[config.mk]
export PLATFORM = sky130hd
export DESIGN_NAME = cafe_arbiter_flat
export DESIGN_NICKNAME = d
export VERILOG_FILES = /design/src/rtl/cafe_arbiter_if.sv /design/src/rtl/cafe_arbiter.sv /design/src/flat_wrapper.sv
export SDC_FILE = /design/constraint.sdc
export NUM_CORES = 1
export LEC_CHECK = 0
export CORE_ASPECT_RATIO = 1.75
export CORE_MARGIN = 4
export CORE_UTILIZATION = 29
export DETAILED_ROUTE_END_ITERATION = 10
export GPL_ROUTABILITY_DRIVEN = 0
export PLACE_DENSITY = 0.53
export SETUP_SLACK_MARGIN = 0.1
export SYNTH_ARGS = -nofsm -noshare
export SYNTH_HDL_FRONTEND = slang
export SYNTH_SLANG_ARGS = --single-unit
[constraint.sdc]
create_clock -name clk -period 2.2 [get_ports clk]
set_input_delay 0.44 -clock clk [delete_from_list [all_inputs] [get_ports clk]]
set_output_delay 0.44 -clock clk [all_outputs]
set_load 0.03 [all_outputs]
[src/rtl/cafe_arbiter_if.sv]
// Bus between cafe_arbiter and its surroundings (order entry plus the coffee machine).
//
// Handshake: req is a level held by each requester. The arbiter samples req only
// while it is arbitrating. It answers with a one-hot grant that is held from START
// through DONE (or through ERR). done pulses for one cycle on the granted bit when the
// brew completes. There is no back-pressure: a requester may drop req at any time
// after its grant without aborting the brew.
//
// Signals:
//   req           requester level requests, one bit per requester
//   err_clr       clears a sticky error (acted on only while in error)
//   machine_state the coffee machine's state output (IDLE = 1, legal 1..9)
//   start         one-cycle start strobe to the machine
//   grant         one-hot owner of the current brew, zero when idle
//   done          one-cycle completion pulse on the owner's bit
//   busy          a brew is in progress
//   error         timeout or illegal machine state seen
//   served_count  saturating count of completed brews
//   fsm_state     arbiter FSM state, for debug and checkers
//
// Modports: master is the arbiter side; slave is the order-entry/machine side.
interface cafe_arbiter_if #(
  parameter int N_REQ = 4,
  parameter int CNT_W = 8
);
  logic [N_REQ-1:0] req;
  logic             err_clr;
  logic [3:0]       machine_state;
  logic             start;
  logic [N_REQ-1:0] grant;
  logic [N_REQ-1:0] done;
  logic             busy;
  logic             error;
  logic [CNT_W-1:0] served_count;
  logic [2:0]       fsm_state;

  modport master (
    input  req, err_clr, machine_state,
    output start, grant, done, busy, error, served_count, fsm_state
  );

  modport slave (
    output req, err_clr, machine_state,
    input  start, grant, done, busy, error, served_count, fsm_state
  );
endinterface

[src/rtl/cafe_arbiter.sv]
// Round-robin arbiter and brew sequencer sharing one coffee machine between
// N_REQ requesters. It grants when the machine reports IDLE, strobes start,
// follows the machine away from IDLE and back, then reports completion.
// Leave/run timeouts and illegal machine states park the FSM in a sticky error
// state that keeps grant so the failed owner stays visible.
//
// Ports:
//   clk  rising-edge clock
//   rst  synchronous active-high reset
//   bus  cafe_arbiter_if.master (req, err_clr, machine_state in;
//        start, grant, done, busy, error, served_count, fsm_state out)
module cafe_arbiter #(
  parameter int N_REQ    = 4,
  parameter int LEAVE_TO = 8,
  parameter int RUN_TO   = 64,
  parameter int CNT_W    = 8
) (
  input  logic           clk,
  input  logic           rst,
  cafe_arbiter_if.master bus
);

  localparam int MAX_TO = (LEAVE_TO > RUN_TO) ? LEAVE_TO : RUN_TO;
  localparam int TMR_W  = $clog2(MAX_TO + 1);
  localparam int IDX_W  = $clog2(N_REQ);

  typedef enum logic [2:0] {
    S_ARB   = 3'd0,
    S_START = 3'd1,
    S_LEAVE = 3'd2,
    S_RUN   = 3'd3,
    S_DONE  = 3'd4,
    S_ERR   = 3'd5
  } state_t;

  state_t           state, state_n;
  logic [TMR_W-1:0] timer, timer_n;
  logic [N_REQ-1:0] grant_q, grant_n;
  logic [IDX_W-1:0] idx_q, idx_n;
  logic [IDX_W-1:0] ptr_q, ptr_n;
  logic [CNT_W-1:0] cnt_q, cnt_n;

  logic             win_found;
  logic [IDX_W-1:0] win_idx;
  logic             ms_active;
  logic             ms_bad;
  logic             ms_idle;

  assign ms_idle   = (bus.machine_state == 4'd1);
  assign ms_active = (bus.machine_state >= 4'd2) && (bus.machine_state <= 4'd9);
  assign ms_bad    = (bus.machine_state == 4'd0) || (bus.machine_state >= 4'd10);

  // Round-robin search: first set req bit starting just after the pointer.
  always_comb begin
    logic [IDX_W-1:0] cand;
    win_found = 1'b0;
    win_idx   = '0;
    cand      = '0;
    for (int k = 1; k <= N_REQ; k++) begin
      cand = IDX_W'((int'(ptr_q) + k) % N_REQ);
      if (!win_found && bus.req[cand]) begin
        win_found = 1'b1;
        win_idx   = cand;
      end
    end
  end

  // The timer holds the number of earlier cycles spent in the current phase, so
  // the phase is over budget on the edge where timer + 1 reaches the limit.
  // Legal exits are tested first so they win over a timeout on the same edge.
  always_comb begin
    state_n = state;
    timer_n = timer;
    grant_n = grant_q;
    idx_n   = idx_q;
    ptr_n   = ptr_q;
    cnt_n   = cnt_q;
    case (state)
      S_ARB: begin
        if (win_found && ms_idle) begin
          grant_n          = '0;
          grant_n[win_idx] = 1'b1;
          idx_n            = win_idx;
          state_n          = S_START;
        end
      end
      S_START: begin
        timer_n = '0;
        state_n = S_LEAVE;
      end
      S_LEAVE: begin
        if (ms_active) begin
          timer_n = '0;
          state_n = S_RUN;
        end else if (ms_bad) begin
          state_n = S_ERR;
        end else if (timer == TMR_W'(LEAVE_TO - 1)) begin
          state_n = S_ERR;
        end else begin
          timer_n = timer + TMR_W'(1);
        end
      end
      S_RUN: begin
        if (ms_idle) begin
          state_n = S_DONE;
        end else if (ms_bad) begin
          state_n = S_ERR;
        end else if (timer == TMR_W'(RUN_TO - 1)) begin
          state_n = S_ERR;
        end else begin
          timer_n = timer + TMR_W'(1);
        end
      end
      S_DONE: begin
        if (!(&cnt_q)) cnt_n = cnt_q + CNT_W'(1);
        ptr_n   = idx_q;
        grant_n = '0;
        state_n = S_ARB;
      end
      S_ERR: begin
        if (bus.err_clr) begin
          grant_n = '0;
          state_n = S_ARB;
        end
      end
      default: begin
        grant_n = '0;
        state_n = S_ARB;
      end
    endcase
  end

  always_ff @(posedge clk) begin
    if (rst) begin
      state   <= S_ARB;
      timer   <= '0;
      grant_q <= '0;
      idx_q   <= '0;
      ptr_q   <= IDX_W'(N_REQ - 1);
      cnt_q   <= '0;
    end else begin
      state   <= state_n;
      timer   <= timer_n;
      grant_q <= grant_n;
      idx_q   <= idx_n;
      ptr_q   <= ptr_n;
      cnt_q   <= cnt_n;
    end
  end

  // Strobes are pure decodes of the registered state.
  assign bus.start        = (state == S_START);
  assign bus.busy         = (state == S_START) || (state == S_LEAVE) ||
                            (state == S_RUN)   || (state == S_DONE);
  assign bus.error        = (state == S_ERR);
  assign bus.done         = (state == S_DONE) ? grant_q : '0;
  assign bus.grant        = grant_q;
  assign bus.served_count = cnt_q;
  assign bus.fsm_state    = state;

endmodule

[src/flat_wrapper.sv]
// flat-port wrapper written by rule: the top's interface ports become plain ports
module cafe_arbiter_flat 
#(
  parameter int N_REQ    = 4,
  parameter int LEAVE_TO = 8,
  parameter int RUN_TO   = 64,
  parameter int CNT_W    = 8
)
  (clk, rst, bus_req, bus_err_clr, bus_machine_state, bus_start, bus_grant, bus_done, bus_busy, bus_error, bus_served_count, bus_fsm_state);
  cafe_arbiter_if #(.N_REQ(N_REQ), .CNT_W(CNT_W)) bus_i ();
  input  logic clk;
  input  logic rst;
  input wire logic [$bits(bus_i.req)-1:0] bus_req;
  input wire logic [$bits(bus_i.err_clr)-1:0] bus_err_clr;
  input wire logic [$bits(bus_i.machine_state)-1:0] bus_machine_state;
  output wire logic [$bits(bus_i.start)-1:0] bus_start;
  output wire logic [$bits(bus_i.grant)-1:0] bus_grant;
  output wire logic [$bits(bus_i.done)-1:0] bus_done;
  output wire logic [$bits(bus_i.busy)-1:0] bus_busy;
  output wire logic [$bits(bus_i.error)-1:0] bus_error;
  output wire logic [$bits(bus_i.served_count)-1:0] bus_served_count;
  output wire logic [$bits(bus_i.fsm_state)-1:0] bus_fsm_state;
  assign bus_i.req = bus_req;
  assign bus_i.err_clr = bus_err_clr;
  assign bus_i.machine_state = bus_machine_state;
  assign bus_start = bus_i.start;
  assign bus_grant = bus_i.grant;
  assign bus_done = bus_i.done;
  assign bus_busy = bus_i.busy;
  assign bus_error = bus_i.error;
  assign bus_served_count = bus_i.served_count;
  assign bus_fsm_state = bus_i.fsm_state;
  cafe_arbiter #(.N_REQ(N_REQ), .LEAVE_TO(LEAVE_TO), .RUN_TO(RUN_TO), .CNT_W(CNT_W)) u_core (.clk(clk), .rst(rst), .bus(bus_i));
endmodule
Word-level counts from Yosys, hierarchy flattened
Index checks and enable logic that the tools add are counted.
Widths: inputs -> output; s select.

storage, ports and cells
  bits in registers = 26
  input port bits = 11

cells by class
  add/subtract/negate cells = 6
  $lt $le $gt $ge = 9
  equality and inequality tests = 17
  muxes and demuxes = 38
  bitwise logic cells = 2
  reduce and logical (&&, ||, !) cells = 23

operator list
  kind                 count
  $mux 7               6
  $mux 3               8
  $pmux 7 s3           1
  $lt 2x3->1 const B   5
  $pmux 3 s5           1
  $mux 4               3
  $pmux 4 s3           1
  $mux 1               9
  $add 8x1->8 const B  1
  $bmux 1 s2           4
  $mux 2               4
  $ne 2x2->1 const B   4
  $ne 4x1->1 const B   2
  $reduce_and 8->1     1
  $add 7x1->7 const B  1
  $eq 7x3->1 const B   1
  $eq 7x6->1 const B   1
  $eq 3x2->1 const B   2
  $eq 3x3->1 const B   2
  $logic_and 1x1->1    6
  $ne 3x2->1 const B   2
  $reduce_and 6->1     1
  $add 2x1->2 const B  2
  $add 2x2->2 const B  2
  other kinds (18)     25

Depth between registers and ports, before layout
  word-level depth = 19
  depth in mapped cells = 7
  mapped depth without buffers = 6

Worst setup path after synthesis
Ideal clock, no wire load.

  path kind = flip-flop to flip-flop
  start = register u_core.state[0] (netlist: u_core.bus.fsm_state[0])
  end = register u_core.timer[4]
  setup time = 70 ps
  arrival = 1808 ps
  slack = 321 ps
  stages on the path, launching flop included = 8
  path buffers = 2
  clock period less this slack = 1879 ps
  cells stage by stage = dfxtp_1 -> buf_6 -> nor2_1 -> nor2_1 -> o21ai_1 -> clkbuf_1 -> or4_1 -> a21oi_1

on the way
  cells in the longest elaborated chain, start to end = 3
  elaborated cells on any way between the ends = 11

RTL lines
  item                                                 line                 source
  start, declared                                      cafe_arbiter.sv:36   state_t state, state_n;
  start signal, assigned                               cafe_arbiter.sv:142  state <= state_n;
  $eq 3x2->1 or $eq 3x1->1 (tied branches)             cafe_arbiter.sv:78   case (state)
  $ne 3x2->1 (no source line) (tied with other cells)  n/a
  $reduce_and 6->1 (no source line)                    n/a
  end signal, assigned                                 cafe_arbiter.sv:143  timer <= timer_n;
  end, declared                                        cafe_arbiter.sv:37   logic [TMR_W-1:0] timer, timer_n;

Parallel ways exist; a longest one is shown, timed or not.
A chain may end at the register's enable or synchronous reset.

Worst setup path after layout
  start = register u_core.timer[0]
  end = register u_core.timer[6]

on the way
  cells in the longest elaborated chain, start to end = 5
  elaborated cells on any way between the ends = 13

RTL lines
  item                       line
  $add 7x1->7                cafe_arbiter.sv:100, cafe_arbiter.sv:111
  $mux 7 (on tied branches)  cafe_arbiter.sv:108, cafe_arbiter.sv:97
  $mux 7 (on tied branches)  cafe_arbiter.sv:106, cafe_arbiter.sv:95
  $mux 7 (on tied branches)  cafe_arbiter.sv:104, cafe_arbiter.sv:92
  $pmux 7 s3                 cafe_arbiter.sv:78

Parallel ways exist; a longest one is shown, timed or not. The select of a mux whose other input is x is not followed.

==> results_dict.tcl <==
set metrics [dict create \
    status "complete, no violations" \
    nNetsFinal 237 \
    initial_core_util_pct 29.8 \
    cp_common_cell "or4_1" \
    grt_usage_pct 12.8 \
    clock_power_share_pct 23.5 \
    diodes 0 \
    first_iter_violations 76 \
    cp_slowest_cell "or4_1" \
    sw_frac_of_total_pct 36.8 \
    antenna_found_initial 0 \
    grt_overflow 0 \
    synth_top_area_share_pct 33.5 \
    post_drt_wl_per_cell_um 14.9 \
    synth_most_common_cell "dfxtp_1" \
    cp-end-kind "flop" \
    path_cells "ha_2 > nand3b_1 > or4_1 > a31oi_2 > clkdlybuf4s15_2 > or4_1 > o31ai_1" \
    drtPass1Iterations 4 \
    synth-main-ff-cell "dfxtp_1" \
    path_delay_family "simple AND/OR/NAND/NOR gates" \
    avgViaCountPerCell 5.41 \
    synth_cell_type_count 52 \
    syn_area_per_cell_um2 8.72 \
    cpPeakStageDelay_ps 510 \
    p_total_mw 1.71 \
    synth_area_um2 1550 \
    tightestPinTransition_ps 391 \
    setup_viol_count_final 0 \
    path_buf_inv 1 \
    cts_max_path_buffers 2 \
    clk_pin_slew_ps 100 \
    die_y_um 105 \
    cts_buffers 3 \
    placedCellCount 273 \
    startpoint "u_core.timer[0]$_SDFFE_PP0P_" \
    yosys-top-cells-area "dfxtp_1 (34%), nor2_1 (5.1%), a21oi_1 (3.9%)" \
    vias 1504 \
    synth_edf_count 0 \
    grt_max_degree 16 \
    worstHoldStart "u_core.bus.grant[3]$_SDFFE_PP0P_" \
    grt_first_pass_wirelength_mm 6.99 \
    die_area_um2 6630 \
    hpwl_mm 3.25 \
    chipWidth_um 63.3 \
    port_buffers 32 \
    wirelength_mm 4.15 \
    tns_ps 0 \
    drtAntennaViolNets 0 \
    required_ps 2400 \
    first_global_vias 1452 \
    clock_latency_ps 270 \
    p_leak_nw 0.829 \
    syn_nets 191 \
    holdWs_ps 471 \
    drc 0 \
    layout_setup_ws_ps 223 \
    cp.arrival_ps 2180 \
    final_cells 278 \
    p_sw_mw 0.630 \
    layout_worst_path_cycle_share_pct 89.9 \
    powerDensity_nw_per_um2 818 \
    maxCapViolCount 0 \
    reg2reg_from "u_core.timer[0]$_SDFFE_PP0P_" \
    internal_power_mw 1.08 \
    cts.sinks 26 \
    fin_skew_ps 9.50 \
    max_freq_ghz 0.506 \
    cts_tree "built" \
    rsz0062_at_grt "false" \
    report.final.slew_viol_count 0 \
    ys_ff_latch 26 \
    path_class "reg2reg" \
    min_period_ps 1980 \
    synth_commonest_cells "dfxtp_1 (26), nor2_1 (21), a21oi_1 (12)" \
    ir_drop_uv 300 \
    pre_cts_ws_ps -174 \
    hold_violations 0 \
    layout-drive-gt1-share_pct 16.6 \
    coreArea_um2 5210 \
    power.share.combinational_pct 42.6 \
    seq_power_share_pct 33.9 \
    min_path_type "reg2reg" \
    async_reset_ff_share_pct 0 \
    n_fill_cell 536 \
    io_pins 33 \
    yosysSeqAreaShare_pct 33.5 \
    root_buffer "clkbuf_8" \
    area_growth_pct 34.9 \
    synthCells 178 \
    relSlewSlack_pct 73.7 \
    synth.largest_area_cell "dfxtp_1" \
    rows 35 \
    crit_fanout 6 \
    h-tree-depth 1 \
    ys_warn_count 0 \
    crit_path_start_kind "flop" \
]
placed cells by master, fill, tap and decap left out, drive strengths merged, types with 4 or more instances in the layout:
cell,count
a21oi,12
and3,7
buf,17
clkdlybuf4s50,21
dfxtp,26
dlygate4sd2,6
dlymetal6s2s,5
nand2,10
nand2b,6
nand4,5
nor2,21
nor3,4
o211ai,4
o21ai,9
o31ai,4
or4,7
xor2,5
tightest hold or removal path: stages, from the launching register on:
cell,delay [ps]
dfxtp_1,330
nand2_1,50
a21oi_1,50
cells by family (layout without fill, tap and decap cells):
kind of cell,count (synthesis),count (layout),share of synthesized area (%)
flip-flops,26,26,33.5
AO/OA/AOI/OAI,46,46,20.3
adder cells (fa/ha/maj),2,2,1.61
multiplexers,2,2,1.29
buffers and inverters,12,57,5.89
AND/OR/NAND/NOR,82,82,32.8
XOR/XNOR,8,8,4.52
what timing repair did:
item                                    4_1_cts  5_1_grt
pin swaps                                     0        6
setup buffers                                 0        0
gates resized for setup                       8        9
gates cloned                                  0        1
endpoints found under the setup margin        8       12
hold buffers                                  0        0
per-stage QoR:
stage	area, um^2	utilization, %
2_1_floorplan	1550	-
3_3_place_gp	1990	38.2
3_5_place_dp	1990	38.2
4_1_cts	2060	39.4
5_1_grt	2090	40.2
6_report	2090	40.2
final timing paths:
| path | endpoint | slack (ps) | cells after the start |
|---|---|---|---|
| min reg2reg | u_core.bus.grant[3]$_SDFFE_PP0P_ | 470 | 2 |
| max reg2reg | u_core.timer[6]$_SDFFE_PP0P_ | 220 | 7 |
| max | u_core.timer[6]$_SDFFE_PP0P_ | 220 | 7 |
| min | u_core.bus.grant[3]$_SDFFE_PP0P_ | 470 | 2 |
final cells by class:
class	count	area, um^2	share of cell area [%]
well taps	55	68.8	3.29
multi-input cells	140	956	45.7
inverters	3	11.3	0.538
repair buffers	50	464	22.2
clock buffers	3	41.3	1.97
flip-flops and latches	26	522	24.9
clock inverters	1	30.0	1.43
routing by layer:
layer	share of wire [%]	routed length, um	up-vias	track usage, %
met3	1.9	80	4	1.08
met4	1.1	46	0	3.71
met1	39	1600	718	14.0
met5	0	0	-	0
li1	-	-	761	-
met2	58	2420	21	25.4
power groups by stage:
stage / Combinational, mW / Clock [mW] / Sequential (mW)
floorplan: 0.417 / 0 / 0.628
global route: 0.797 / 0.427 / 0.592
finish: 0.729 / 0.402 / 0.581
CTS: 0.734 / 0.416 / 0.581
detailed placement: 0.746 / 0 / 0.589
global placement: 0.743 / 0 / 0.587
state kept, by name, indices dropped and copies added (netlist names):
register                 cells
u_core.bus.served_count      8
u_core.bus.grant             4
u_core.idx_q                 2
u_core.timer                 7
u_core.bus.fsm_state         3
u_core.ptr_q                 2
(Power assumes the default switching activity.)
